--- src/rtl/float_pkg.sv ---
// Shared float-unit definitions: IEEE-754 single-precision field widths, bias,
// the canonical quiet NaN, the operand class enum (also used by the multiplier)
// and the divider sequencer state encoding.
package float_pkg;

  localparam int unsigned EXP_W  = 8;
  localparam int unsigned MANT_W = 23;
  localparam int          BIAS   = 127;
  localparam logic [31:0] QNAN   = 32'h7FC0_0000;

  typedef enum logic [1:0] {
    ZERO,
    NORM,
    INF,
    NAN
  } float_class_e;

  typedef enum logic [2:0] {
    StIdle,
    StUnpack,
    StDivide,
    StNormalize,
    StSetExp,
    StPack
  } div_state_e;

  // Denormals (exp == 0) are flushed and therefore classed as zero.
  function automatic float_class_e classify(input logic [EXP_W-1:0]  exp_f,
                                            input logic [MANT_W-1:0] mant_f);
    float_class_e cls;
    if (exp_f == '0) begin
      cls = ZERO;
    end else if (exp_f == '1) begin
      cls = (mant_f != '0) ? NAN : INF;
    end else begin
      cls = NORM;
    end
    return cls;
  endfunction

endpackage

--- src/rtl/float_div_seq_if.sv ---
// Request/acknowledge bus of the sequential float divider.
//   req : start request (master -> slave), sampled only while the divider is idle
//   a,b : dividend / divisor (master -> slave), captured when req is accepted
//   ack : one-cycle pulse (slave -> master), out valid
//   out : quotient (slave -> master), held until the next ack
interface float_div_seq_if #(
  parameter int unsigned float_width = 32
) ();

  logic                   req;
  logic                   ack;
  logic [float_width-1:0] a;
  logic [float_width-1:0] b;
  logic [float_width-1:0] out;

  modport master (
    output req,
    output a,
    output b,
    input  ack,
    input  out
  );

  modport slave (
    input  req,
    input  a,
    input  b,
    output ack,
    output out
  );

endinterface

--- src/rtl/mant_div_restoring_24bit.sv ---
// Restoring shift-subtract mantissa divider, one quotient bit per cycle.
// Computes quotient = floor((a << 25) / b) (26 bits) and the final remainder.
// Ports:
//   clk, rst  : clock, synchronous active-low reset (aborts a running division)
//   start     : 1-cycle pulse, a and b sampled on that edge
//   a, b      : 24-bit mantissas including the hidden bit
//   quotient  : 26-bit quotient, valid with done
//   remainder : final remainder, valid with done
//   done      : 1-cycle pulse, 26 cycles after start
module mant_div_restoring_24bit (
  input  logic        clk,
  input  logic        rst,
  input  logic        start,
  input  logic [23:0] a,
  input  logic [23:0] b,
  output logic [25:0] quotient,
  output logic [24:0] remainder,
  output logic        done
);

  logic [24:0] w_q, w_d;      // partial remainder, already shifted for the next compare
  logic [24:0] rem_q, rem_d;
  logic [23:0] b_q, b_d;
  logic [25:0] q_q, q_d;
  logic [4:0]  cnt_q, cnt_d;  // iterations still to run after the current one
  logic        busy_q, busy_d;
  logic        done_q, done_d;

  logic [24:0] cur;
  logic [23:0] dvs;
  logic [24:0] sub;
  logic [24:0] nrem;
  logic        ge;
  logic [25:0] nq;

  // The first quotient bit is produced on the start edge itself, straight from the
  // inputs, so the 26th bit lands 25 edges later.
  always_comb begin
    cur  = start ? {1'b0, a} : w_q;
    dvs  = start ? b : b_q;
    ge   = (cur >= {1'b0, dvs});
    sub  = cur - {1'b0, dvs};
    nrem = ge ? sub : cur;
    nq   = start ? {25'd0, ge} : {q_q[24:0], ge};
  end

  always_comb begin
    w_d    = w_q;
    rem_d  = rem_q;
    b_d    = b_q;
    q_d    = q_q;
    cnt_d  = cnt_q;
    busy_d = busy_q;
    done_d = 1'b0;
    if (start) begin
      w_d    = {nrem[23:0], 1'b0};
      rem_d  = nrem;
      b_d    = b;
      q_d    = nq;
      cnt_d  = 5'd25;
      busy_d = 1'b1;
    end else if (busy_q) begin
      w_d   = {nrem[23:0], 1'b0};
      rem_d = nrem;
      q_d   = nq;
      cnt_d = cnt_q - 5'd1;
      if (cnt_q == 5'd1) begin
        busy_d = 1'b0;
        done_d = 1'b1;
      end
    end
  end

  always_ff @(posedge clk) begin
    if (!rst) begin
      w_q    <= '0;
      rem_q  <= '0;
      b_q    <= '0;
      q_q    <= '0;
      cnt_q  <= '0;
      busy_q <= 1'b0;
      done_q <= 1'b0;
    end else begin
      w_q    <= w_d;
      rem_q  <= rem_d;
      b_q    <= b_d;
      q_q    <= q_d;
      cnt_q  <= cnt_d;
      busy_q <= busy_d;
      done_q <= done_d;
    end
  end

  assign quotient  = q_q;
  assign remainder = rem_q;
  assign done      = done_q;

endmodule

--- src/rtl/float_div_seq.sv ---
// Multi-cycle IEEE-754 single-precision divider, out = a / b.
// Fixed latency: ack rises 30 edges after the edge that accepted req, for every
// operand class. Denormals are flushed to zero.
// Ports:
//   clk : clock
//   rst : synchronous active-low reset, aborts a running operation
//   bus : float_div_seq_if slave (req, a, b in; ack, out out)
// Build option: define FLOAT_DIV_ROUND_EN for round-to-nearest-even; otherwise the
// quotient mantissa is truncated.
module float_div_seq
  import float_pkg::*;
#(
  parameter int unsigned float_width = 32  // only 32 is supported
) (
  input logic            clk,
  input logic            rst,
  float_div_seq_if.slave bus
);

  div_state_e             state_q, state_d;
  logic [float_width-1:0] a_q, a_d;
  logic [float_width-1:0] b_q, b_d;
  logic                   sign_q, sign_d;
  logic signed [9:0]      exp_q, exp_d;
  float_class_e           cls_a_q, cls_a_d;
  float_class_e           cls_b_q, cls_b_d;
  logic [MANT_W-1:0]      mant_q, mant_d;
  logic                   guard_q, guard_d;
  logic                   sticky_q, sticky_d;
  logic [float_width-1:0] res_q, res_d;
  logic [float_width-1:0] out_q, out_d;
  logic                   ack_q, ack_d;

  // Operand fields of the captured request.
  logic [EXP_W-1:0]  ea, eb;
  logic [MANT_W-1:0] fa, fb;
  logic [23:0]       ma, mb;

  assign ea = a_q[MANT_W +: EXP_W];
  assign eb = b_q[MANT_W +: EXP_W];
  assign fa = a_q[MANT_W-1:0];
  assign fb = b_q[MANT_W-1:0];
  assign ma = {(ea != '0), fa};
  assign mb = {(eb != '0), fb};

  logic        div_start;
  logic [25:0] div_quo;
  logic [24:0] div_rem;
  logic        div_done;

  assign div_start = (state_q == StUnpack);

  mant_div_restoring_24bit u_mant_div (
    .clk       (clk),
    .rst       (rst),
    .start     (div_start),
    .a         (ma),
    .b         (mb),
    .quotient  (div_quo),
    .remainder (div_rem),
    .done      (div_done)
  );

  // Rounding, exponent clamp and special-case substitution.
  logic [MANT_W-1:0]      mant_r;
  logic signed [9:0]      exp_r;
  logic [float_width-1:0] final_res;
  logic                   any_nan, res_inf, res_zero;

`ifdef FLOAT_DIV_ROUND_EN
  logic mant_carry;
`else
  logic unused_round_bits;
  assign unused_round_bits = guard_q ^ sticky_q;
`endif

  always_comb begin
    mant_r = mant_q;
    exp_r  = exp_q;
`ifdef FLOAT_DIV_ROUND_EN
    mant_carry = 1'b0;
    if (guard_q && (sticky_q || mant_q[0])) begin
      {mant_carry, mant_r} = {1'b0, mant_q} + 24'd1;
      // Carry-out means 1.111..1 rounded up to 2.0: mantissa already wrapped to 0.
      if (mant_carry) begin
        exp_r = exp_q + 10'sd1;
      end
    end
`endif
    any_nan  = (cls_a_q == NAN) || (cls_b_q == NAN) ||
               ((cls_a_q == ZERO) && (cls_b_q == ZERO)) ||
               ((cls_a_q == INF) && (cls_b_q == INF));
    res_inf  = (cls_a_q == INF) || (cls_b_q == ZERO);
    res_zero = (cls_a_q == ZERO) || (cls_b_q == INF);
    if (any_nan) begin
      final_res = QNAN;
    end else if (res_inf) begin
      final_res = {sign_q, 8'hFF, 23'd0};
    end else if (res_zero) begin
      final_res = {sign_q, 31'd0};
    end else if (exp_r <= 10'sd0) begin
      final_res = {sign_q, 31'd0};
    end else if (exp_r >= 10'sd255) begin
      final_res = {sign_q, 8'hFF, 23'd0};
    end else begin
      final_res = {sign_q, exp_r[7:0], mant_r};
    end
  end

  // Next-state and datapath register updates.
  always_comb begin
    state_d  = state_q;
    a_d      = a_q;
    b_d      = b_q;
    sign_d   = sign_q;
    exp_d    = exp_q;
    cls_a_d  = cls_a_q;
    cls_b_d  = cls_b_q;
    mant_d   = mant_q;
    guard_d  = guard_q;
    sticky_d = sticky_q;
    res_d    = res_q;
    out_d    = out_q;
    ack_d    = 1'b0;
    unique case (state_q)
      StIdle: begin
        if (bus.req) begin
          a_d     = bus.a;
          b_d     = bus.b;
          state_d = StUnpack;
        end
      end
      StUnpack: begin
        sign_d  = a_q[float_width-1] ^ b_q[float_width-1];
        exp_d   = $signed({2'b00, ea}) - $signed({2'b00, eb}) + 10'(BIAS);
        cls_a_d = classify(ea, fa);
        cls_b_d = classify(eb, fb);
        state_d = StDivide;
      end
      StDivide: begin
        if (div_done) begin
          state_d = StNormalize;
        end
      end
      StNormalize: begin
        // Quotient lies in (2^24, 2^26): bit 25 tells whether it is >= 1.0.
        if (div_quo[25]) begin
          mant_d   = div_quo[24:2];
          guard_d  = div_quo[1];
          sticky_d = div_quo[0] | (div_rem != '0);
        end else begin
          mant_d   = div_quo[23:1];
          guard_d  = div_quo[0];
          sticky_d = (div_rem != '0);
          exp_d    = exp_q - 10'sd1;
        end
        state_d = StSetExp;
      end
      StSetExp: begin
        res_d   = final_res;
        state_d = StPack;
      end
      StPack: begin
        out_d   = res_q;
        ack_d   = 1'b1;
        state_d = StIdle;
      end
      default: begin
        state_d = StIdle;
      end
    endcase
  end

  always_ff @(posedge clk) begin
    if (!rst) begin
      state_q  <= StIdle;
      a_q      <= '0;
      b_q      <= '0;
      sign_q   <= 1'b0;
      exp_q    <= '0;
      cls_a_q  <= ZERO;
      cls_b_q  <= ZERO;
      mant_q   <= '0;
      guard_q  <= 1'b0;
      sticky_q <= 1'b0;
      res_q    <= '0;
      out_q    <= '0;
      ack_q    <= 1'b0;
    end else begin
      state_q  <= state_d;
      a_q      <= a_d;
      b_q      <= b_d;
      sign_q   <= sign_d;
      exp_q    <= exp_d;
      cls_a_q  <= cls_a_d;
      cls_b_q  <= cls_b_d;
      mant_q   <= mant_d;
      guard_q  <= guard_d;
      sticky_q <= sticky_d;
      res_q    <= res_d;
      out_q    <= out_d;
      ack_q    <= ack_d;
    end
  end

  assign bus.ack = ack_q;
  assign bus.out = out_q;

endmodule
--- src/flat_wrapper.sv ---
// flat-port wrapper written by rule: the top's interface ports become plain ports
module float_div_seq_flat import float_pkg::*;
#(
  parameter int unsigned float_width = 32                         
)
  (clk, rst, bus_req, bus_a, bus_b, bus_ack, bus_out);
  float_div_seq_if #(.float_width(float_width)) bus_i ();
  input logic clk;
  input logic rst;
  input wire logic [$bits(bus_i.req)-1:0] bus_req;
  input wire logic [$bits(bus_i.a)-1:0] bus_a;
  input wire logic [$bits(bus_i.b)-1:0] bus_b;
  output wire logic [$bits(bus_i.ack)-1:0] bus_ack;
  output wire logic [$bits(bus_i.out)-1:0] bus_out;
  assign bus_i.req = bus_req;
  assign bus_i.a = bus_a;
  assign bus_i.b = bus_b;
  assign bus_ack = bus_i.ack;
  assign bus_out = bus_i.out;
  float_div_seq #(.float_width(float_width)) u_core (.clk(clk), .rst(rst), .bus(bus_i));
endmodule
--- config.mk ---
export PLATFORM = sky130hd
export DESIGN_NAME = float_div_seq_flat
export DESIGN_NICKNAME = d
export VERILOG_FILES = /design/src/rtl/float_pkg.sv /design/src/rtl/float_div_seq_if.sv /design/src/rtl/mant_div_restoring_24bit.sv /design/src/rtl/float_div_seq.sv /design/src/flat_wrapper.sv
export SDC_FILE = /design/constraint.sdc
export NUM_CORES = 1
export LEC_CHECK = 0
export CORE_ASPECT_RATIO = 0.7
export CORE_MARGIN = 3
export CORE_UTILIZATION = 38
export DETAILED_ROUTE_END_ITERATION = 16
export PLACE_DENSITY_LB_ADDON = 0.12
export RECOVER_POWER = 50
export SLEW_MARGIN = 20
export SYNTH_ARGS = -nofsm -noshare
export SYNTH_HDL_FRONTEND = slang
export SYNTH_HIERARCHICAL = 1
export SYNTH_SLANG_ARGS = --single-unit
export TNS_END_PERCENT = 30
--- constraint.sdc ---
create_clock -name clk -period 4.5 [get_ports clk]
set_input_delay 0.45 -clock clk [delete_from_list [all_inputs] [get_ports clk]]
set_output_delay 0.45 -clock clk [all_outputs]
set_load 0.01 [all_outputs]
Word level (Yosys, flattened, before mapping)
Index checks and enable logic that the tools add are counted.
W data, S select, Z words.
{"block": "totals", "output_inout_bits": 33, "inputBits": 67, "elab_cells": 99, "regBits": 251}
{"block": "op_classes", "add_sub_neg": 5, "n_lt_le_gt_ge": 3, "n_eq_ne": 15, "n_reduce_logical": 23, "n_mux": 32, "bitwise": 3}
{"cell": "$mux W31", "n": 4}
{"cell": "$mux W26", "n": 3}
{"cell": "$mux W25", "n": 3}
{"cell": "$mux W24", "n": 2}
{"cell": "$reduce_bool A23 Y1", "n": 2}
{"cell": "$mux W32", "n": 1}
{"cell": "$ge A25 B24 Y1", "n": 1}
{"cell": "$sub A24 B24 Y24", "n": 1}
{"cell": "$mux W23", "n": 1}
{"cell": "$pmux W10 S2", "n": 1}
{"cell": "$eq A8 B8 Y1 const B", "n": 2}
{"cell": "$logic_not A8 Y1", "n": 2}
{"cell": "$reduce_bool A8 Y1", "n": 2}
{"cell": "$pmux W3 S5", "n": 1}
{"cell": "$add A10 B8 Y10 const B", "n": 1}
{"cell": "$ge A10 B9 Y1 const B", "n": 1}
{"cell": "$le A10 B1 Y1 const B", "n": 1}
{"cell": "$mux W10", "n": 1}
{"cell": "$mux W5", "n": 2}
{"cell": "$sub A10 B2 Y10 const B", "n": 1}
{"cell": "$sub A8 B8 Y9", "n": 1}
{"cell": "$eq A2 B2 Y1 const B", "n": 4}
{"cell": "$mux W2", "n": 4}
{"cell": "$mux W1", "n": 7}
{"cell": "17 further kinds", "n": 32}

Depth between registers and ports, before layout
Gate-level depths: netlist (run 1).
{"block": "logic_depth", "depth_word": 6, "ltp_mapped": 21, "ltp_nobuf": 14}

By module
The synthesis (run 1) kept the hierarchy.
{"mod": "float_div_seq", "cells_each": 894, "seq_area_each_um2": 3403.3, "n_inst": 1, "area_per_inst_um2": 7598.5}
{"mod": "mant_div_restoring_24bit", "cells_each": 558, "seq_area_each_um2": 1641.6, "n_inst": 1, "area_per_inst_um2": 4889.7}

Worst setup path after synthesis (run 1)
Ideal clock, no wire load.
{"block": "synth_path", "path_type": "register to register", "startpoint": "reg u_core.state_q[0]", "endpoint": "reg, netlist name u_core/u_mant_div/remainder[24]", "stages_incl_launch_ff": 20, "period_less_slack_ns": 4.582, "setup_time_ns": 0.074, "arrival_ns": 4.508, "setup_slack_ns": -0.082, "required_ns": 4.426, "cell_sequence": "dfxtp_1 -> buf_2 -> nand2b_1 -> or2_2 -> clkbuf_1 -> inv_1 -> buf_2 -> clkbuf_1 -> clkbuf_1 -> mux2_2 -> ha_1 -> fa_1 -> and2b_1 -> o21ai_2 -> o211ai_2 -> a31oi_4 -> o41a_1 -> o21a_1 -> a211o_1 -> a31oi_1"}
{"element": "start, declared", "line_no": "float_div_seq.sv:20", "text": "div_state_e state_q, state_d;"}
{"element": "start signal, assigned", "line_no": "float_div_seq.sv:176", "text": "state_q <= StIdle;"}
{"element": "start signal, assigned", "line_no": "float_div_seq.sv:190", "text": "state_q <= state_d;"}

Worst setup path in the final report (run 1)
{"block": "layout_path", "startpoint": "reg u_core.state_q[2]", "endpoint": "reg u_core.u_mant_div.w_q[23]"}
{"block": "layout_via", "elab_chain_len": 6, "elab_cells_between_ends": 9, "classes_between": "add/sub (1); order compare (1); eq/ne (1); mux (5); reduce/logical (1)"}
{"element": "$eq A3 B1 Y1 (*)", "line_no": "float_div_seq.sv:51", "text": "assign div_start = (state_q == StUnpack);"}
{"element": "$mux W25 or $mux W24 (tied branches)"}
{"element": "$sub A24 B24 Y24 or $ge A25 B24 Y1 (tied branches)", "line_no": "mant_div_restoring_24bit.sv:42, mant_div_restoring_24bit.sv:41"}
{"element": "$mux W24", "line_no": "mant_div_restoring_24bit.sv:43", "text": "nrem = ge ? sub : cur;"}
{"element": "$mux W25", "line_no": "mant_div_restoring_24bit.sv:62", "text": "end else if (busy_q) begin"}
{"element": "$mux W25", "line_no": "mant_div_restoring_24bit.sv:55", "text": "if (start) begin"}
{"element": "end signal, assigned", "line_no": "mant_div_restoring_24bit.sv:84", "text": "w_q <= w_d;"}
{"element": "end, declared", "line_no": "mant_div_restoring_24bit.sv:21", "text": "logic [24:0] w_q, w_d;"}
Mark *: on every way between the ends. The rest lies on a longest branch, timed or not. The select of a mux whose other input is x is not followed.
A chain may end at the register's enable or synchronous reset.

==> impl_metrics.ini, run 1 <==
[global_routing]
grt_max_degree = 79
grt_pass1_wl_mm = 54.34
overflow = 0
first_global_vias = 9772
track_usage = 0.1886
antenna_found_initial = 0

[timing]
finalCriticalPeriod_ns = 4.105
post-route-period-util = 0.9122
fin_ws_ns = 0.3952
finalSetupViolCount = 0
rsz0062_at_grt = false
relSlewSlack = -1.030
fin_skew_ns = 0.01101
finalMaxSlewViolations = 187
worst_slew_pin_slew_ns = 3.045
clock.fmax_mhz = 243.6
fin_setup_tns_ns = 0
hold_viol_final = 0

[worst_setup_path]
required_ns = 4.96
critPathKind = reg -> reg
cp_max_fo = 27
end_kind = flip-flop
crit_path_start_kind = flip-flop
cp.arrival_ns = 4.57

[power_and_ir_drop]
power_density_mw_per_mm2 = 512.0
vdd_drop_max_mv = 0.2843
p_leak_uw = 0.005679

[cts]
post-cts-setup-buffers = 0
cts_htree_levels = 1
path_clk_slew_ns = 0.06
cts_inserted_buffers = 26
clock_sinks = 251
cts_buffer_depth = 3
clk_latency_ns = 0.54
hold_buffers = 0
root_buffer = clkbuf_16
cts_tree = built
cts_resized = 0

[floorplanning]
die_w_um = 222.0
ios = 100
fp-row-count = 54
dieArea_mm2 = 0.03490
die_h_um = 157.2
initial_core_util = 0.3916
coreArea_mm2 = 0.03169

[drt]
drtPass1Iterations = 5
ant_nets = 0
routedWlPerCell_um = 17.13
drt_iter0_markers = 687
vias_per_cell = 5.342
drc_errors = 0
wl_mm = 33.15
vias = 10340

[cells_and_area]
drive_above_1_share = 0.07525
final_nets = 1603
final_util = 0.4623
syn_to_final_growth_pct = 18.05
num_antenna_cells = 0

[placed_design]
io_buffers = 99
gp_congestion = 0.8641
pre_cts_slack_ns = 0.2439
place_hpwl_mm = 23.70

[hold_path]
hold_path_class = in -> reg

[synthesis]
synth_area_per_cell_um2 = 8.612
syn-cell-area_mm2 = 0.01241
yosysWarnings = 6
synthCells = 1441
syn_nets = 1548

[status]
status = finished with violations
violations = max-capacitance violations, max-slew violations

[job]
maxCapViolCount = 3
through the flow:
step	total power [uW]	instance area, um^2	hold slack, ns	instances
floorplan	4482	12410	0.4374	1441
global placement	5142	13720	0.4563	1888
detailed placement	5109	13720	0.4574	1888
CTS	7535	14680	0.2748	1935
global route	7928	14650	0.3019	1935
finish	7500	14650	0.3013	1935
critical path, cell delays in order (launching register included):
cell      delay [ns]
dfxtp_1         0.40
nand2b_1        0.20
or2_2           0.37
inv_4           0.34
buf_4           0.22
mux2i_1         0.31
inv_1           0.11
fa_1            0.48
and2b_1         0.23
o21ai_2         0.07
o211ai_2        0.22
a31oi_4         0.17
o41a_1          0.42
mux2i_1         0.15
a31o_2          0.20
a21oi_1         0.11
power breakdown:
group	internal, uW	switching, uW
logic	1090	1530
clock network	1460	928
registers	2370	122
total	4920	2580
metal layers:
metal	share of wire	routed length, um	vias up	global-route usage
li1	-	-	5208	-
met1	0.53	17720	4864	0.2960
met2	0.39	12980	227	0.2652
met3	0.057	1888	38	0.03617
met4	0.017	557	0	0.03775
met5	0	0	-	0
final cells by class:
cell class,count,area (um^2)
clock buffer,38,797.0
clock inverter,9,156.4
fill,3125,17040
inverter,27,103.9
multi-input combinational,1068,6894
sequential,251,5025
tap,420,525.5
timing repair buffer,122,1147
final timing paths:
path,start,end,cells past startpoint,slack (ns)
worst min register to register,u_core/bus.out[4]$_SDFFE_PN0P_,u_core/bus.out[4]$_SDFFE_PN0P_,2,0.46
worst max register to register,u_core/state_q[2]$_SDFFE_PN0P_,u_core/u_mant_div/w_q[23]$_SDFFE_PN0P_,15,0.40
worst max-delay path,u_core/state_q[2]$_SDFFE_PN0P_,u_core/u_mant_div/w_q[23]$_SDFFE_PN0P_,15,0.40
worst min-delay path,rst,u_core/mant_q[17]$_SDFFE_PN0P_,2,0.30
flip-flops by register name, indices dropped and copies added, names as in the netlist:
name,count
u_core/a_q,32
u_core/b_q,32
u_core/bus.out,32
u_core/res_q,32
u_core/u_mant_div/quotient,26
u_core/u_mant_div/b_q,24
u_core/mant_q,23
u_core/u_mant_div/w_q,23
u_core/exp_q,10
u_core/u_mant_div/cnt_q,5
u_core/state_q,3
u_core/cls_a_q,2
u_core/cls_b_q,2
u_core/bus.ack,1
u_core/sign_q,1
u_core/u_mant_div/busy_q,1
u_core/u_mant_div/done,1
u_core/u_mant_div/remainder,1
cells in the final DEF, fill, tap and decap left out, types with 27 or more instances in the layout:
master           count
nor2_1             101
nor2b_1             28
clkbuf_16           27
a21oi_1             57
ha_1                39
dfxtp_1            251
o21ai_0             63
clkdlybuf4s50_1     65
nand2_1            265
a21boi_0           102
dlygate4sd3_1       33
mux2i_1             91
(Power assumes the default switching activity.)
==> inputs of run 2 (changes only) <==
Settings changed: RECOVER_POWER 50 to 25, SLEW_MARGIN 20 to 25.
==> impl_metrics.ini, run 2 (same netlist as run 1, synthesis figures left out) <==
[timing]
holdWs_ns = 0.2959
rsz0062_at_grt = false
finalCriticalPeriod_ns = 4.114
fin_ws_ns = 0.3856
relSlewSlack = -1.064
fin_setup_tns_ns = 0
clock.fmax_mhz = 243.0
finalMaxSlewViolations = 187
fin_skew_ns = 0.009227
worst_slew_pin_slew_ns = 3.096
hold_viol_final = 0
finalSetupViolCount = 0
post-route-period-util = 0.9143

[worst_setup_path]
reg2reg_from = u_core/state_q[2]$_SDFFE_PN0P_
cpMostUsedCell = mux2i_1
end_kind = flip-flop
r2r_cells = 15
required_ns = 4.96
critPathKind = reg -> reg
cp.arrival_ns = 4.57
crit_path_start_kind = flip-flop
worstSetupStartpoint = u_core/state_q[2]$_SDFFE_PN0P_
max_stage_delay_ns = 0.48
critPathSlowestCell = fa_1
crit_chain = nand2b_1 > or2_2 > inv_4 > buf_4 > mux2i_1 > inv_1 > fa_1 > and2b_1 > o21ai_2 > o211ai_2 > a31oi_4 > o41a_1 > mux2i_1 > a31o_2 > a21oi_1
cp_max_fo = 27
ff2ff_setup_slack_ns = 0.39
r2r_end = u_core/u_mant_div/w_q[23]$_SDFFE_PN0P_

[cts]
post-cts-setup-buffers = 0
cts_htree_levels = 1
cts_tree = built
path_clk_slew_ns = 0.06
hold_buffers = 0
cts_buffer_depth = 3
root_buffer = clkbuf_16
cts_inserted_buffers = 27
clk_latency_ns = 0.55
clock_sinks = 251
cts_resized = 0

[cells_and_area]
fin_area_mm2 = 0.01475
num_antenna_cells = 0
nFillCells = 3122
mostFrequentLayoutCell = nand2_1
final_nets = 1606
layout_common_cells = nand2_1 (265), dfxtp_1 (251), a21boi_0 (102), nor2_1 (101), clkdlybuf4s50_1 (95)
drive_above_1_share = 0.08026
final_util = 0.4654
syn_to_final_growth_pct = 18.83

[floorplanning]
coreArea_mm2 = 0.03169
initial_core_util = 0.3916
die_w_um = 222.0
fp-row-count = 54
die_h_um = 157.2
dieArea_mm2 = 0.03490
ios = 100

[power_and_ir_drop]
combPwrFrac = 0.344
vdd_drop_max_mv = 0.2806
switchingPower_uw = 2623
cell_internal_pwr_uw = 5046
p_clk_frac = 0.331
p_leak_uw = 0.005628
power_density_mw_per_mm2 = 520.1
seqPwrFrac = 0.325
swShare = 0.3420

[drt]
ant_nets = 0
wl_mm = 33.42
drc_errors = 0
vias_per_cell = 5.344
drtPass1Iterations = 5
drt_iter0_markers = 780
vias = 10370
routedWlPerCell_um = 17.23

[global_routing]
track_usage = 0.1883
antenna_found_initial = 1
overflow = 0
grt_pass1_wl_mm = 54.30
first_global_vias = 9717
grt_max_degree = 79

[placed_design]
gp_congestion = 0.8641
io_buffers = 99
pre_cts_slack_ns = 0.2545
place_hpwl_mm = 23.86
place_area_mm2 = 0.01375

[status]
violations = max-capacitance violations, max-slew violations
status = finished with violations

[hold_path]
holdPathStages = 2
min_to = u_core/mant_q[17]$_SDFFE_PN0P_
hold_path_class = in -> reg
hold_start = rst

[job]
maxCapViolCount = 3
## run 2: cell types whose count changed in the layout (fill, tap and decap cells not counted), moves of 2 or more
cell	before	now
clkdlybuf4s50_1	65	95
dlygate4sd3_1	33	3
bufinv_16	4	6
clkbuf_1	8	4
buf_6	0	2
inv_6	0	3
## run 2: per-layer routing
metal | track usage | vias up | wire (um)
met5 | 0 | - | 13
met4 | 0.03379 | 2 | 527
met3 | 0.03076 | 34 | 1606
met2 | 0.2644 | 216 | 13120
met1 | 0.3008 | 4918 | 18160
li1 | - | 5197 | -
## run 2: critical path, delay by kind of cell (launching register included)
family                     cells  cell delay, ns
and+or+nand+nor                3            0.83
DFF                            1            0.39
buffers and inverters          3            0.67
AOI/OAI and AO/OA              6            1.19
adders and majority gates      1            0.48
muxes                          2            0.45
## run 2: metrics by stage
stage                     power, uW  instances
after floorplan                4482       1441
after global placement         5142       1888
after detailed placement       5121       1890
after CTS                      7700       1940
after global routing           8076       1940
final                          7669       1940
## run 2: cell type report
class                   count  area, um^2  share of cell area
flip-flops and latches    251        5025              0.3407
repair buffers            124        1175             0.07967
multi-input cells        1068        6892              0.4673
clock buffers              36       789.5             0.05354
inverters                  27       103.9            0.007042
well taps                 420       525.5             0.03564
clock inverters            14       236.5             0.01604
## run 2: worst max path at each step
| stage | endpoint | slack, ns |
|---|---|---|
| floorplan | u_core/u_mant_div/remainder[23]$_SDFFE_PN0P_ | 0.07 |
| global placement | u_core/u_mant_div/w_q[21]$_SDFFE_PN0P_ | 0.28 |
| detailed placement | u_core/u_mant_div/remainder[23]$_SDFFE_PN0P_ | 0.25 |
| CTS | u_core/u_mant_div/w_q[18]$_SDFFE_PN0P_ | 0.22 |
| global route | u_core/u_mant_div/w_q[5]$_SDFFE_PN0P_ | 0.09 |
| finish | u_core/u_mant_div/w_q[23]$_SDFFE_PN0P_ | 0.39 |
## run 2: power by group through the flow
stage	combinational (uW)	sequential [uW]	clock, uW
after CTS	2600	2490	2610
after global routing	2880	2510	2690
final	2640	2490	2540
after detailed placement	2580	2540	0
after floorplan	2000	2480	0
after global placement	2600	2540	0
==> inputs of run 3 (changes only) <==
Clock period 4.5 ns to 5 ns, I/O delays scaled along.
==> impl_metrics.ini, run 3 (same netlist as run 1, synthesis figures left out) <==
[status]
status = finished with violations
violations = max-capacitance violations, max-slew violations

[drt]
drc_errors = 0
drtPass1Iterations = 8
vias_per_cell = 5.361
routedWlPerCell_um = 17.21
drt_iter0_markers = 698
vias = 10340
ant_nets = 0
wl_mm = 33.20

[floorplanning]
initial_core_util = 0.3916
coreArea_mm2 = 0.03169
fp-row-count = 54
dieArea_mm2 = 0.03490
die_h_um = 157.2
die_w_um = 222.0
ios = 100

[timing]
relSlewSlack = -0.8213
post-route-period-util = 0.8954
clock.fmax_mhz = 223.4
finalCriticalPeriod_ns = 4.477
rsz0062_at_grt = false
fin_setup_tns_ns = 0
fin_ws_ns = 0.5228
finalSetupViolCount = 0
hold_viol_final = 0
finalMaxSlewViolations = 72
worst_slew_pin_slew_ns = 2.732
fin_skew_ns = 0.01621

[job]
maxCapViolCount = 1

[worst_setup_path]
crit_cells = 16
cp_max_fo = 24
crit_path_start_kind = flip-flop
required_ns = 5.40
max_stage_delay_ns = 0.49
crit_chain = nand2b_1 > or2_2 > inv_2 > buf_4 > buf_4 > mux2i_1 > ha_1 > o21ai_1 > nor2b_4 > nor4_2 > o21ai_2 > o211ai_2 > a31o_1 > buf_4 > mux2i_1 > a21oi_1
cp.arrival_ns = 4.88
ff2ff_setup_slack_ns = 0.52
end_kind = flip-flop
critPathBufInv = 4
critPathKind = reg -> reg
path_delay_family = buffers and inverters
r2r_cells = 16
cpMostUsedCell = buf_4
critPathSlowestCell = dfxtp_1

[global_routing]
antenna_found_initial = 0
use_met3 = 0.03262
grt_max_degree = 131
first_global_vias = 9982
overflow = 0
grt_most_used_layer = met1
track_usage = 0.1877
met2_usage = 0.2767
grt_pass1_wl_mm = 53.85
grt.met1_usage = 0.2878

[cts]
hold_buffers = 0
cts_htree_levels = 1
path_clk_slew_ns = 0.06
clock_sinks = 251
cts_resized = 0
cts_inserted_buffers = 27
cts_tree = built
root_buffer = clkbuf_16
post-cts-setup-buffers = 0
cts_buffer_depth = 3
clk_latency_ns = 0.54

[placed_design]
pre_cts_slack_ns = 0.5854
gp_congestion = 0.9226
place_hpwl_mm = 23.58
io_buffers = 99

[power_and_ir_drop]
power_density_mw_per_mm2 = 457.6
vdd_drop_max_mv = 0.2395
p_leak_uw = 0.005562

[cells_and_area]
syn_to_final_growth_pct = 17.88
mostFrequentLayoutCell = nand2_1
layout_common_cells = nand2_1 (265), dfxtp_1 (251), a21boi_0 (102), nor2_1 (100), clkdlybuf4s50_1 (92)
drive_above_1_share = 0.07687
final_nets = 1597
num_antenna_cells = 0
nFillCells = 3105

[hold_path]
holdPathStages = 2
hold_path_class = reg -> reg
run 3: layout make-up:
cell class / count / area (um^2) / share of cell area
well taps: 420 / 525.5 / 0.03593
clock buffers: 33 / 738.2 / 0.05047
multi-input cells: 1068 / 6904 / 0.4720
flip-flops and latches: 251 / 5025 / 0.3435
clock inverters: 15 / 209.0 / 0.01428
repair buffers: 115 / 1125 / 0.07690
inverters: 27 / 101.3 / 0.006928
run 3: metrics by stage:
step	instance area [um^2]	cells	hold WS, ns	utilization	power, uW
6_report	14630	1929	0.4602	0.4616	6693
5_1_grt	14630	1929	0.4778	0.4616	7057
4_1_cts	14630	1929	0.4648	0.4616	6719
3_5_place_dp	13680	1881	0.4572	0.4317	4546
3_3_place_gp	13660	1880	0.4550	0.4312	4545
2_1_floorplan	12410	1441	0.4374	-	4034
run 3: final timing paths:
kind	start	to
setup reg to reg	u_core/state_q[0]$_SDFFE_PN0P_	u_core/u_mant_div/w_q[8]$_SDFFE_PN0P_
setup / recovery	u_core/state_q[0]$_SDFFE_PN0P_	u_core/u_mant_div/w_q[8]$_SDFFE_PN0P_
hold / removal	u_core/res_q[22]$_SDFFE_PN0P_	u_core/bus.out[22]$_SDFFE_PN0P_
hold reg to reg	u_core/res_q[22]$_SDFFE_PN0P_	u_core/bus.out[22]$_SDFFE_PN0P_
run 3: worst reg2reg max path, stage by stage, from the launching register on:
cell	delay (ns)
dfxtp_1	0.49
nand2b_1	0.13
or2_2	0.37
inv_2	0.08
buf_4	0.34
buf_4	0.35
mux2i_1	0.29
ha_1	0.27
o21ai_1	0.12
nor2b_4	0.16
nor4_2	0.25
o21ai_2	0.16
o211ai_2	0.21
a31o_1	0.45
buf_4	0.35
mux2i_1	0.24
a21oi_1	0.08
run 3: where the power goes:
group | internal, uW | switching [uW] | leakage (uW)
clock | 1300 | 836 | 0.000467
sequential | 2130 | 113 | 0.00204
combinational | 955 | 1350 | 0.00306
total | 4390 | 2300 | 0.00556
run 3: layer usage:
layer,routed length [um],up-vias
met5,0,-
met4,568,0
met3,1773,41
met2,13100,212
met1,17750,4904
li1,-,5184
